<file path="config.mk">
export PLATFORM = sky130hd
export DESIGN_NAME = uart_tx_fifo
export DESIGN_NICKNAME = d
export VERILOG_FILES = /design/src/rtl/uart_tx_fifo.sv
export SDC_FILE = /design/constraint.sdc
export NUM_CORES = 1
export LEC_CHECK = 0
export ABC_CLOCK_PERIOD_IN_PS = 3900
export CAP_MARGIN = 15
export CORE_MARGIN = 4
export CORE_UTILIZATION = 40
export DETAILED_ROUTE_END_ITERATION = 16
export SLEW_MARGIN = 20
export SYNTH_ARGS = -nofsm -noshare
export SYNTH_HDL_FRONTEND = slang
export SYNTH_SLANG_ARGS = --single-unit
</file>
<file path="constraint.sdc">
create_clock -name CLK -period 3.9 [get_ports CLK]
set_input_delay 0.78 -clock CLK [delete_from_list [all_inputs] [get_ports CLK]]
set_output_delay 0.78 -clock CLK [all_outputs]
set_load 0.02 [all_outputs]
</file>
<file path="src/rtl/uart_tx_fifo.sv">
// uart_tx_fifo: configurable-frame UART transmitter fed by a small FIFO.
// Frame format (data length, parity mode, stop bits) is sampled when a frame
// starts, so the configuration may change freely while a frame is on the line.
// Bit timing follows the external BAUD strobe; one bit per strobe period.
module uart_tx_fifo #(
  parameter int DATA_W = 8,
  parameter int DEPTH  = 16,
  parameter int LVL_W  = $clog2(DEPTH) + 1
) (
  input  logic              CLK,
  input  logic              RST,
  input  logic              BAUD,
  input  logic [DATA_W-1:0] IN_DATA,
  input  logic              IN_VALID,
  output logic              IN_READY,
  input  logic [3:0]        CFG_LEN,
  input  logic [2:0]        CFG_PAR,
  input  logic              CFG_STOP,
  output logic              TX,
  output logic              BUSY,
  output logic              TX_DONE,
  output logic [LVL_W-1:0]  FIFO_LEVEL
);

  localparam int              AW       = $clog2(DEPTH);
  localparam logic [3:0]      MAX_LEN  = 4'(DATA_W);
  localparam logic [LVL_W-1:0] FULL_LVL = LVL_W'(DEPTH);

  typedef enum logic [2:0] {
    IDLE   = 3'd0,
    START  = 3'd1,
    DATA   = 3'd2,
    PARITY = 3'd3,
    STOP1  = 3'd4,
    STOP2  = 3'd5
  } state_t;

  // ---------------------------------------------------------------------------
  // FIFO
  // ---------------------------------------------------------------------------
  logic [DATA_W-1:0] mem [DEPTH];
  logic [DATA_W-1:0] head_q;
  logic [AW-1:0]     wr_ptr_reg;
  logic [AW-1:0]     rd_ptr_reg;
  logic [AW-1:0]     rd_ptr_next;
  logic [LVL_W-1:0]  level_reg;
  logic [LVL_W-1:0]  level_next;
  logic              full;
  logic              empty;
  logic              push;
  logic              pop;

  assign full       = (level_reg == FULL_LVL);
  assign empty      = (level_reg == '0);
  assign IN_READY   = !full;
  assign push       = IN_VALID && !full;
  assign FIFO_LEVEL = level_reg;

  // Occupancy and read-address lookahead; a push while full is refused even
  // if the same edge pops.
  always_comb begin
    level_next  = level_reg;
    rd_ptr_next = rd_ptr_reg;
    if (pop) begin
      rd_ptr_next = rd_ptr_reg + 1'b1;
    end
    case ({push, pop})
      2'b10:   level_next = level_reg + 1'b1;
      2'b01:   level_next = level_reg - 1'b1;
      default: level_next = level_reg;
    endcase
  end

  // Storage with registered head read; a write landing on the next head
  // address is forwarded so a word pushed into an empty FIFO is ready one
  // clock later.
  always_ff @(posedge CLK) begin
    if (push) begin
      mem[wr_ptr_reg] <= IN_DATA;
    end
    if (push && (wr_ptr_reg == rd_ptr_next)) begin
      head_q <= IN_DATA;
    end else begin
      head_q <= mem[rd_ptr_next];
    end
  end

  // Pointer and level registers; pointers wrap naturally since DEPTH is a
  // power of two.
  always_ff @(posedge CLK or negedge RST) begin
    if (!RST) begin
      wr_ptr_reg <= '0;
      rd_ptr_reg <= '0;
      level_reg  <= '0;
    end else begin
      if (push) begin
        wr_ptr_reg <= wr_ptr_reg + 1'b1;
      end
      rd_ptr_reg <= rd_ptr_next;
      level_reg  <= level_next;
    end
  end

  // ---------------------------------------------------------------------------
  // Configuration decode for the frame about to start
  // ---------------------------------------------------------------------------
  logic [3:0] len_eff;
  logic       data_xor;
  logic       par_en_new;
  logic       par_val_new;

  // Resolve length and parity from the live config and the FIFO head.
  always_comb begin
    len_eff = ((CFG_LEN >= 4'd5) && (CFG_LEN <= MAX_LEN)) ? CFG_LEN : MAX_LEN;
    data_xor = 1'b0;
    for (int i = 0; i < DATA_W; i++) begin
      if (4'(i) < len_eff) begin
        data_xor = data_xor ^ head_q[i];
      end
    end
    par_en_new  = 1'b0;
    par_val_new = 1'b0;
    case (CFG_PAR)
      3'b001:  begin par_en_new = 1'b1; par_val_new = data_xor;  end
      3'b010:  begin par_en_new = 1'b1; par_val_new = !data_xor; end
      3'b011:  begin par_en_new = 1'b1; par_val_new = 1'b1;      end
      3'b100:  begin par_en_new = 1'b1; par_val_new = 1'b0;      end
      default: begin par_en_new = 1'b0; par_val_new = 1'b0;      end
    endcase
  end

  // ---------------------------------------------------------------------------
  // Transmit FSM
  // ---------------------------------------------------------------------------
  state_t            state_reg,   state_next;
  logic [3:0]        bit_cnt_reg, bit_cnt_next;
  logic [DATA_W-1:0] shift_reg,   shift_next;
  logic [3:0]        len_reg,     len_next;
  logic              par_en_reg,  par_en_next;
  logic              par_val_reg, par_val_next;
  logic              stop2_reg,   stop2_next;
  logic              tx_reg,      tx_next;
  logic              done_reg,    done_next;
  logic              busy_reg,    busy_next;
  logic              frame_end;
  logic              start_frame;

  // Next-state and next-output logic; every move is gated by BAUD.
  always_comb begin
    state_next   = state_reg;
    bit_cnt_next = bit_cnt_reg;
    shift_next   = shift_reg;
    len_next     = len_reg;
    par_en_next  = par_en_reg;
    par_val_next = par_val_reg;
    stop2_next   = stop2_reg;
    tx_next      = tx_reg;
    done_next    = 1'b0;
    frame_end    = 1'b0;
    start_frame  = 1'b0;
    pop          = 1'b0;

    case (state_reg)
      IDLE: begin
        tx_next = 1'b1;
        if (BAUD && !empty) begin
          start_frame = 1'b1;
        end
      end
      START: begin
        if (BAUD) begin
          state_next   = DATA;
          tx_next      = shift_reg[0];
          bit_cnt_next = 4'd0;
        end
      end
      DATA: begin
        if (BAUD) begin
          if (bit_cnt_reg == (len_reg - 4'd1)) begin
            if (par_en_reg) begin
              state_next = PARITY;
              tx_next    = par_val_reg;
            end else begin
              state_next = STOP1;
              tx_next    = 1'b1;
            end
          end else begin
            bit_cnt_next = bit_cnt_reg + 4'd1;
            tx_next      = shift_reg[1];
            shift_next   = shift_reg >> 1;
          end
        end
      end
      PARITY: begin
        if (BAUD) begin
          state_next = STOP1;
          tx_next    = 1'b1;
        end
      end
      STOP1: begin
        if (BAUD) begin
          if (stop2_reg) begin
            state_next = STOP2;
            tx_next    = 1'b1;
          end else begin
            frame_end = 1'b1;
          end
        end
      end
      STOP2: begin
        if (BAUD) begin
          frame_end = 1'b1;
        end
      end
      default: begin
        state_next = IDLE;
        tx_next    = 1'b1;
      end
    endcase

    // End of frame: either chain straight into the next start bit or go idle.
    if (frame_end) begin
      done_next = 1'b1;
      if (!empty) begin
        start_frame = 1'b1;
      end else begin
        state_next = IDLE;
        tx_next    = 1'b1;
      end
    end

    // Frame start: pop the head and freeze the frame format.
    if (start_frame) begin
      pop          = 1'b1;
      state_next   = START;
      tx_next      = 1'b0;
      shift_next   = head_q;
      len_next     = len_eff;
      par_en_next  = par_en_new;
      par_val_next = par_val_new;
      stop2_next   = CFG_STOP;
    end
  end

  // Busy whenever a frame is on the line or words are waiting.
  always_comb begin
    busy_next = (state_next != IDLE) || (level_next != '0);
  end

  // FSM and output registers; reset aborts any frame and idles the line.
  always_ff @(posedge CLK or negedge RST) begin
    if (!RST) begin
      state_reg   <= IDLE;
      bit_cnt_reg <= '0;
      shift_reg   <= '0;
      len_reg     <= MAX_LEN;
      par_en_reg  <= 1'b0;
      par_val_reg <= 1'b0;
      stop2_reg   <= 1'b0;
      tx_reg      <= 1'b1;
      done_reg    <= 1'b0;
      busy_reg    <= 1'b0;
    end else begin
      state_reg   <= state_next;
      bit_cnt_reg <= bit_cnt_next;
      shift_reg   <= shift_next;
      len_reg     <= len_next;
      par_en_reg  <= par_en_next;
      par_val_reg <= par_val_next;
      stop2_reg   <= stop2_next;
      tx_reg      <= tx_next;
      done_reg    <= done_next;
      busy_reg    <= busy_next;
    end
  end

  assign TX      = tx_reg;
  assign TX_DONE = done_reg;
  assign BUSY    = busy_reg;

endmodule

</file>
==> impl_metrics.json <==
{
  "multi_input_area_sq_um": 2230,
  "fin_crit_sh_pct": 83.6,
  "via_per_inst": 5.32,
  "area_growth_pct": 15.5,
  "postCtsSetupRepairBufs": 0,
  "ys_seq_elements": 170,
  "ys_warn_count": 0,
  "die_h_um": 143,
  "io_pins": 29,
  "cts_max_path_buffers": 2,
  "required_ns": 4.19,
  "cts-root-buf": "clkbuf_16",
  "portBuffers": 28,
  "num_rows": 49,
  "nets": 519,
  "cts.sinks": 170,
  "final_common_cell": "edfxtp_1",
  "ctsResizeCount": 0,
  "drive_gt1_share_pct": 14.7,
  "drcViolationCount": 0,
  "async_flop_share_pct": 22.4,
  "detail-route-antenna-nets": 0,
  "max_freq_mhz": 307,
  "cts_max_level": 4,
  "die_area_sq_um": 20400,
  "dr.pass1.iters": 4,
  "path_clk_slew_ns": 0.07,
  "die_x_um": 143,
  "setup_viol": 0,
  "power_density_nw_per_um2": 767,
  "yosysSeqAreaShare_pct": 67.1,
  "critPathKind": "in2reg",
  "wire_per_inst_um": 18.7,
  "dp_hpwl_mm": 9.33,
  "final_cell_area_sq_um": 8390,
  "grt_pass1_wl_mm": 21.8,
  "numCtsBuffers": 17,
  "syn_nets": 479,
  "endpoint_kind": "flop",
  "drtIter0Drc": 196,
  "netlist_area_sq_um": 7270,
  "leakage_uw": 0.00302,
  "seqCellArea_sq_um": 4880,
  "grt_usage_pct": 14.1,
  "worstSetupStartpointType": "input pin",
  "grt_antenna_before_repair": 0,
  "fin_skew_ns": 0.00737,
  "maxCapViolCount": 0,
  "hold_violations": 0,
  "netlist_instances": 445,
  "finalMaxSlewViolations": 0,
  "grt_pass1_vias": 3944,
  "coreArea_sq_um": 17900,
  "slew_headroom_pct": 39.5,
  "layout_common_cells": "edfxtp_1, dfrtp_1, nand2_1, clkdlybuf4s50_1, nor2_1",
  "fill_cells": 1533,
  "outcome": "finished, final reports clean",
  "num_vias": 3867,
  "worstHoldPathType": "in2async",
  "grt_overflow": 0,
  "rsz0062_at_grt": "false",
  "gp_congestion": 0.759,
  "crit_fanout": 4,
  "syn_area_per_cell_sq_um": 16.3,
  "synth_ff_type": "edfxtp_1",
  "worstSkewPairLatency_ns": 0.42,
  "finalCriticalPeriod_ns": 3.26,
  "cts_tree": "done",
  "synth-edff-count": 128,
  "drt_wl_total_mm": 13.6,
  "arrival_ns": 3.55,
  "largest_reg_flops": 128,
  "place_area_sq_um": 7790,
  "worst_pin_slew_ns": 0.903,
  "diodes": 0,
  "initial_core_util_pct": 40.6,
  "grt_max_degree": 39,
  "synth.distinct_cells": 50,
  "ir_drop_mv": 0.304,
  "fin_setup_tns_ns": 0,
  "holdBufCountCts": 0
}
[cells by family after synthesis]
group,share of synthesized area (%)
AND/OR/NAND/NOR,6.91
multiplexers,13.5
XOR/XNOR,3.07
AO/OA/AOI/OAI,4.67
flip-flops,67.1
buffers and inverters,2.22
adder cells (fa/ha/maj),2.51
[routing by layer]
| metal | share of wire, % | wire (um) | global-route usage (%) | up-vias |
|---|---|---|---|---|
| met5 | 0 | 0 | 0 | - |
| met4 | 1.4 | 189 | 4.95 | 0 |
| met3 | 4.1 | 555 | 2.58 | 14 |
| met2 | 50 | 6840 | 23.5 | 74 |
| met1 | 44 | 5990 | 18.8 | 1955 |
| li1 | - | - | - | 1824 |
[path summary, 6_finish.rpt]
check	slack [ns]	to	startpoint	cells past startpoint
max reg2reg	0.76	BUSY$_DFF_PN0_	state_reg[1]$_DFF_PN0_	16
min in group CLK	0.48	rd_ptr_reg[3]$_DFF_PN0_	rd_ptr_reg[3]$_DFF_PN0_	1
max in group asynchronous	2.85	bit_cnt_reg[0]$_DFFE_PN0P_	RST	1
min	0.48	FIFO_LEVEL[4]$_DFF_PN0_	RST	1
max	0.64	BUSY$_DFF_PN0_	BAUD	15
min reg2reg	0.48	rd_ptr_reg[3]$_DFF_PN0_	rd_ptr_reg[3]$_DFF_PN0_	1
[cell usage after synthesis (2+ instances only)]
library cell | number | share of area, %
mux2_2 | 7 | 1.1
inv_1 | 14 | 0.72
a21oi_1 | 11 | 0.76
dfrtp_1 | 36 | 12
and2_1 | 3 | 0.26
dfxtp_1 | 4 | 1.1
edfxtp_1 | 128 | 53
nor3b_1 | 2 | 0.21
o22ai_1 | 2 | 0.17
buf_12 | 2 | 0.55
nand2b_1 | 7 | 0.60
clkbuf_1 | 6 | 0.31
xnor2_1 | 14 | 1.7
o21ai_0 | 19 | 1.3
nand3_1 | 3 | 0.21
buf_1 | 6 | 0.31
nor2b_1 | 5 | 0.43
xor2_1 | 7 | 0.84
ha_1 | 13 | 2.2
a21o_1 | 3 | 0.31
mux4_1 | 15 | 5.4
nor3_1 | 12 | 0.83
and3_1 | 4 | 0.34
mux2i_1 | 8 | 1.1
nor4_1 | 3 | 0.26
nand2_1 | 29 | 1.5
a22oi_1 | 12 | 1.2
nor2_1 | 26 | 1.3
mux4_2 | 19 | 5.9
or3_1 | 2 | 0.17
nand3b_1 | 2 | 0.21
dfstp_2 | 2 | 0.72
nand4_1 | 2 | 0.17
[critical path, cell delays in order]
cell and delay [ns]:
clkdlybuf4s50_1 0.49, nand2_1 0.05, nor3_1 0.30, o22ai_1 0.14, inv_1 0.10, ha_1 0.22, inv_1 0.10, fa_1 0.41
nor2b_1 0.13, o21ai_0 0.11, and3_1 0.20, nor3_1 0.17, xor2_1 0.11, nor3_1 0.14, nand4bb_1 0.11
[layout make-up]
cell class / count / share of cell area, %
clock inverters: 15 / 2.07
repair buffers: 38 / 4.17
inverters: 14 / 0.626
flip-flops and latches: 170 / 58.1
multi-input cells: 244 / 26.5
well taps: 229 / 3.41
clock buffers: 17 / 5.07
[report_power, final]
part | total [uW] | leakage (uW) | internal (uW) | switching (uW)
registers | 2560 | 0.00166 | 2300 | 266
logic | 2200 | 0.00106 | 1060 | 1140
clock network | 1680 | 0.000293 | 920 | 759
total | 6440 | 0.00302 | 4280 | 2160
[per-stage QoR]
stage	cells	util [%]	hold WS [ns]	worst slack (ns)	power [uW]
global route	727	46.9	0.508	0.352	6830
floorplan	445	-	0.439	0.222	4210
detailed placement	695	43.5	0.459	0.198	4830
CTS	727	46.9	0.476	0.644	6530
global placement	695	43.5	0.461	0.312	4760
finish	727	46.9	0.475	0.640	6440
Power figures use the tool's default switching activity.
